**config.mk**
```make
export PLATFORM = sky130hd
export DESIGN_NAME = pc_state_regs
export DESIGN_NICKNAME = d
export VERILOG_FILES = /design/src/rtl/pc_state_regs.sv
export SDC_FILE = /design/constraint.sdc
export NUM_CORES = 1
export LEC_CHECK = 0
export CAP_MARGIN = 20
export CORE_MARGIN = 8
export CORE_UTILIZATION = 28
export CTS_CLUSTER_SIZE = 24
export DETAILED_ROUTE_END_ITERATION = 8
export PLACE_DENSITY = 0.62
export SYNTH_ARGS = -nofsm -noshare
export SYNTH_HDL_FRONTEND = slang
export SYNTH_SLANG_ARGS = --single-unit
```
**constraint.sdc**
```tcl
create_clock -name clk -period 2 [get_ports clk]
set_clock_uncertainty 0.2 [all_clocks]
set_input_delay 0.4 -clock clk [delete_from_list [all_inputs] [get_ports clk]]
set_output_delay 0.4 -clock clk [all_outputs]
set_load 0.03 [all_outputs]
```
**src/rtl/pc_state_regs.sv**
```systemverilog
// pc_state_regs: state-holding register bank for the MyISA PC control path.
//
// Holds three independent storage elements on one clock and one
// asynchronous active-high reset:
//   - q_flag : enable-gated flag register (loads d_flag when en=1)
//   - q_pc   : start-gated PC register (loads d_pc when start=1)
//   - sticky : set-only flag (set by set_sticky, cleared only by reset/sclr)
//
// Ports:
//   clk         in   1       rising-edge clock
//   reset       in   1       asynchronous, active-high clear
//   start       in   1       run enable for the PC register
//   en          in   1       load enable for the flag register
//   d_flag      in   FLAG_W  flag data input
//   q_flag      out  FLAG_W  registered flags
//   d_pc        in   PC_W    next-PC input (taken verbatim)
//   q_pc        out  PC_W    registered PC
//   set_sticky  in   1       sets the sticky flag
//   sticky      out  1       sticky flag (COM indication)
//   sclr        in   1       synchronous clear, present only when the
//                            macro PC_STATE_REGS_SCLR_EN is defined
//
// Configuration macro: PC_STATE_REGS_SCLR_EN
//   Defined   -> adds the sclr port; sclr=1 at a rising edge loads reset
//                values into all three elements, overriding en/start/
//                set_sticky. The asynchronous reset still dominates sclr.
//   Undefined -> no sclr port; only reset clears state.

module pc_state_regs #(
  parameter int unsigned          FLAG_W = 2,
  parameter int unsigned          PC_W   = 32,
  parameter logic [PC_W-1:0]      PC_RST = '0
) (
  input  logic              clk,
  input  logic              reset,
  input  logic              start,
  input  logic              en,
  input  logic [FLAG_W-1:0] d_flag,
  output logic [FLAG_W-1:0] q_flag,
  input  logic [PC_W-1:0]   d_pc,
  output logic [PC_W-1:0]   q_pc,
  input  logic              set_sticky,
`ifdef PC_STATE_REGS_SCLR_EN
  input  logic              sclr,
`endif
  output logic              sticky
);

  // Synchronous clear qualifier; tied low when the feature is compiled out
  // so the register processes below are identical in both builds.
  logic clr;
`ifdef PC_STATE_REGS_SCLR_EN
  assign clr = sclr;
`else
  assign clr = 1'b0;
`endif

  // Flag register: enable-gated load.
  always_ff @(posedge clk or posedge reset) begin
    if (reset) begin
      q_flag <= '0;
    end else if (clr) begin
      q_flag <= '0;
    end else if (en) begin
      q_flag <= d_flag;
    end
  end

  // PC register: holds while the processor is stalled before launch.
  always_ff @(posedge clk or posedge reset) begin
    if (reset) begin
      q_pc <= PC_RST;
    end else if (clr) begin
      q_pc <= PC_RST;
    end else if (start) begin
      q_pc <= d_pc;
    end
  end

  // Sticky flag: set-only; nothing but a clear returns it to 0.
  always_ff @(posedge clk or posedge reset) begin
    if (reset) begin
      sticky <= 1'b0;
    end else if (clr) begin
      sticky <= 1'b0;
    end else if (set_sticky) begin
      sticky <= 1'b1;
    end
  end

endmodule

```
# [Yosys cells after proc, flatten, opt, wreduce, memory -nomap -nowiden]
# Index checks and enable logic that the tools add are counted.
[word_totals] latchBits=0 ramBits=0 in_bits=39 mem_bits_ro=0 ff_bits=35 memories=0 output_inout_bits=35
[classes] eq_ne=0 n_bitwise=0 n_reduce_logical=0 n_div=0 shift=0 magnitude_cmp=0 n_mux=0 add_sub_neg=0 multipliers=0

# [Depth between registers and ports, before layout]
[depth] word_depth=0 mapped_depth=3

# [Least setup slack after synthesis]
# No wires, ideal clock.
[synth_timing] kind="input to register" from="input start" to="register q_pc[0]" arrival_time_ps=942 path_buffers=2 slack_ps=733 stages=3 required_time_ps=1675 cell_sequence="buf_6 buf_12 mux2_4"
[synth_lines] item="start: declaration" line_no="36" source="input logic start,"
[synth_lines] item="end signal: assignment" line_no="76" source="q_pc <= d_pc;"
[synth_lines] item="end: declaration" line_no="41" source="output logic [PC_W-1:0] q_pc,"
# No word-level cell between the ends.

# [Worst setup path after layout]
[layout_timing] from="register q_pc[16]" to="output q_pc[16]"
# No word-level cell between the ends.

==> results.ini <==
[outcome]
outcome=completed

[route]
dr_wl_met3_um=452
wirelength_um=3620
drt_iter0_drc=7
via_count=903
wirelength_met1_um=1380
viasPerCell=4.01
met2_length_um=1760
dr.pass1.iters=3
avgRoutedWirePerCell_um=16.1
drc_errors=0
postRouteAntennaNets=0
highest_layer=met4

[worst_setup_path]
startpoint_type=flip-flop
cp_num_buf_inv=1
crit_type=reg -> out
crit_family=buffers and inverters
path_cells=clkdlybuf4s50_1
path_max_fanout=2
worstSetupEndpointType=output port
cp_data_arrival_time_ns=1.34
required_ns=1.40
slowest_stage=clkdlybuf4s50_1
slowest_delay_ns=0.70

[finish]
stdcell_area_um2=2330
fin_nets=193
fillers=469
drive_above_1_share_pct=29.7
final_cell_mix=clkdlybuf4s50_1, dfrtp_1, mux2_4
layout.cells.most_common=clkdlybuf4s50_1
seq_area_um2=876
diodes=0
syn_to_final_growth_pct=60.4
multi_input_area_um2=502

[global_route]
antenna_found_initial=0
track_usage_pct=10.1
grt_pass1_wl_um=5930
grt_pass1_vias=1132
grt_max_degree=33
grt_overflow=0

[timing]
hold_viol=0
rsz0062_at_grt=no
fmax_mhz=515
post-route-period-util_pct=97.1
setup_tns_ns=0
slew_headroom_pct=77.1
final-setup-viol-count=0
period_minus_slack_ns=1.94
worstMarginPinSlew_ns=0.342
maxSlewViolCount=0

[clocking]
clk_pin_slew_worst_paths_ns=0.07
clock_sinks=35
post_cts_resized=0
cts_htree_levels=2
cts_setup_buffers=0
clk_latency_ns=0.28
hold_buffers=0
cts_tree=built
root_buffer=clkbuf_8
clockBufferDepth=2
cts-buffers-inserted=5

[logic_synthesis]
synthDistinctLibCells=7
yosysSeqAreaShare_pct=60.3
yosys_register_bits=35
syn_nets=114
syn_area_per_cell_um2=19.4
synth_warnings=0
netlist_instances=75
syn_area_um2=1450

[floorplan]
rows=26
die_area_um2=7750
die-width_um=88.0
coreArea_um2=5040
initial_core_util_pct=28.8
die_h_um=88.0
ioPinCount=74

[hold_path]
hp-class=in -> async

[power]
peakVddDrop_v=0.000383
p_leak_nw=1.03
powerDensity_nw_per_um2=808

[job]
max_cap_violations=0

[place]
gp_congestion=0.703
dp_hpwl_um=2760
dpl_cell_area_um2=2230
portBuffers=73

## cell usage after synthesis
cell     instances  area share (%)
dfrtp_1         35              60
mux2_4          30              31
mux2_2           4             3.1
buf_12           3             4.1
buf_6            1            0.78
inv_1            1            0.26
or2_2            1            0.43
## metrics by stage
stage                     hold WS (ns)  setup slack, ns  total power [mW]  cells  utilization, %
after floorplan                  0.309            0.624              1.11     75               -
after global placement           0.253            0.380              1.34    217            44.2
after detailed placement         0.253            0.343              1.35    217            44.2
after CTS                        0.232           0.0227              1.93    225            46.2
after global routing             0.253          0.00536              1.98    225            46.2
final                            0.238           0.0581              1.88    225            46.2
## per-layer routing
layer | up-vias | GRT usage, %
met5 | - | 0
met4 | 0 | 3.23
met3 | 6 | 6.19
met2 | 47 | 15.9
met1 | 437 | 10.9
li1 | 413 | -
## final timing paths
check	depth (start not counted)	slack (ns)	endpoint	startpoint
hold reg to reg	1	0.28	sticky	sticky
setup reg to reg	1	1.02	q_pc[0]	q_pc[0]
hold / removal	3	0.24	q_pc[11]	reset
min in group clk	1	0.28	sticky	sticky
setup / recovery	1	0.06	q_pc[16]	q_pc[16]
max in group asynchronous	3	1.10	q_pc[5]	reset
## where the power goes
part | switching [mW] | internal, mW | leakage [nW]
Combinational | 0.236 | 0.280 | 0.573
Sequential | 0.0405 | 0.777 | 0.406
Clock | 0.235 | 0.314 | 0.0515
Total | 0.512 | 1.37 | 1.03
## sequential cells by signal, summed over array words and instances (netlist names)
register and cells:
sticky 1, q_flag 2, q_pc 32
## cells by family (layout without fill, tap and decap cells)
| family | after synthesis | in the layout | synth area share [%] |
|---|---|---|---|
| and+or+nand+nor | 1 | 1 | 0.431 |
| buffers and inverters | 5 | 85 | 5.17 |
| DFF | 35 | 35 | 60.3 |
| muxes | 34 | 34 | 34.1 |
## layout make-up
class / instances / share of cell area, %
timing repair buffer: 76 / 32.7
sequential: 35 / 37.6
inverter: 1 / 0.161
multi-input combinational: 35 / 21.5
tap: 70 / 3.76
clock buffer: 8 / 4.30
Note: power is estimated with default switching activity, not from simulation.
==> RTL edit: new RTL, same flow settings <==
Change the parameter `PC_W` from 32 to 24.
--- a/src/rtl/pc_state_regs.sv
+++ b/src/rtl/pc_state_regs.sv
@@ -28,7 +28,7 @@
 
 module pc_state_regs #(
   parameter int unsigned          FLAG_W = 2,
-  parameter int unsigned          PC_W   = 32,
+  parameter int unsigned          PC_W   = 24,
   parameter logic [PC_W-1:0]      PC_RST = '0
 ) (
   input  logic              clk,
Interface: changed (resized d_pc and q_pc); port bits go from 74 to 58. No check against the original RTL was run, so the function may have changed too.
==> RTL edit against the original RTL <==
Design area fell by 24%. Worst hold slack improved by 39 ps. Synthesized area down 24%. Global-route usage decreased by 1.3 points. Wire length shrank 28%. Sequential share of layout area grew 0.73 points. Sequential cell count decreased by 8. Total power fell by 29%. Maximum frequency grew 0.48%. Setup slack better by 9.3 ps. Register-to-register slack about the same.
==> RTL edit: results (changes against the original RTL) <==
Max Buffers Root-to-Sink 2 (unchanged); vias per inst 4.125 (+2.8%); DRT iter0 DRCs 14 (+7); worst flop-to-flop path endpoint sticky; global-route wire length before repair 4.278 mm (-28%); Leak 0.7660 nW (-26%); status finished, final reports clean; max cap viols 0 (unchanged); clock transition at the registers of the reported paths 100 ps (+30 ps); Critical path origin q_pc[11]; filler instances 373 (-20%); maximum vdd drop 0.0004144 V (+8.1%); Skew-Pair Late Insertion Delay 270 ps; RePlAce Congestion 0.6406 (-8.9%); GR Layer Usage met3 0.04966 (-0.01225); Final Hold Viols 0 (unchanged); port bufs 57 (-22%); Least-Margin Pin Slew 346.8 ps (+4.439 ps); cts bufs inserted 3 (-2); DP HPWL 2.007 mm (-27%); Synth Area in Adders 0 (unchanged); worst reg2reg path startpoint sticky; reg2reg path depth 1 (unchanged); largest net degree at the start of global routing 28 (-15%); biggest regs q_pc x24, q_flag x2, sticky x1; Synth Warn # 0 (unchanged); Antenna Cells 0 (unchanged); post-layout min period 1933 ps (-9.315 ps); Top delay family on crit path buffers and inverters; Post-layout nets 150 (-22%); Seq/Total Area, Yosys 0.6116 (+0.008623); Cell variety after synth 7 (unchanged); most frequent cells after synthesis 27 x dfrtp_1, 20 x mux2_4, 6 x mux2_2; crit path max fanout 2 (unchanged); mux cell area share after synthesis 0.3330 (-0.008129); number of global-route vias before repair 835 (-26%); total track usage 0.08752 (-0.01314); worst setup path end q_pc[11]; pre-CTS WS 185.6 ps (-157.8 ps); master of the slowest instance on the critical path clkdlybuf4s50_1; DR pass1 iterations 3 (unchanged); Area contributors post-synth dfrtp_1 61%, mux2_4 27%, mux2_2 6.1%; Post-CTS Repair Setup Buffers 0 (unchanged); XOR/XNOR share of the synthesized area 0 (unchanged); grt met2 use 0.1433 (-0.01536); clk root buf clkbuf_8; H-tree Lvls 1 (-1); M1 GR Usage 0.09159 (-0.01772); min-delay worst type in2async; Routed WL per cell 15.50 um (-3.7%); fraction of layout cells with a size suffix above 1 0.2797 (-0.01711); Net Count, Synth 89 (-22%)
RTL edit: where the power goes:
group / switching, mW / internal, mW
combinational: 0.178 / 0.213
sequential: 0.0297 / 0.598
clock: 0.169 / 0.141
total: 0.376 / 0.953
RTL edit: cell families (layout without fill, tap and decap cells):
logic type,count (synthesis),after routing
mux,26,26
simple gates,1,1
buf+inv,4,64
flops,27,27
RTL edit: per-stage QoR:
stage               cell area [sq um]  hold slack [ps]  cells  utilization
finish                           1763            276.7    168       0.4538
CTS                              1763            287.5    168       0.4538
global placement                 1714            252.5    164       0.4412
floorplan                        1105            252.7     58            -
global route                     1763            297.9    168       0.4538
detailed placement               1714            264.5    164       0.4412
RTL edit: final cells by class:
type | instances | area [sq um] | share of cell area
inverters | 1 | 3.754 | 0.002129
well taps | 50 | 62.56 | 0.03549
clock inverters | 1 | 7.507 | 0.004258
flip-flops and latches | 27 | 675.6 | 0.3833
repair buffers | 59 | 598.1 | 0.3392
clock buffers | 3 | 41.29 | 0.02342
multi-input cells | 27 | 374.1 | 0.2122
RTL edit: metal layers:
metal / up-vias / share of wire
met2: 32 / 0.49
met1: 342 / 0.39
li1: 317 / -
met3: 2 / 0.11
met4: 0 / 0.014
met5: - / 0
RTL edit: worst min-delay path by stage:
stage	from	end	slack, ps	cells after the start
finish	reset	q_pc[20]	280	3
global route	reset	q_pc[14]	300	3
CTS	reset	q_pc[20]	290	3
detailed placement	sticky	sticky	260	1
global placement	sticky	sticky	250	1
floorplan	reset	q_flag[0]	250	1
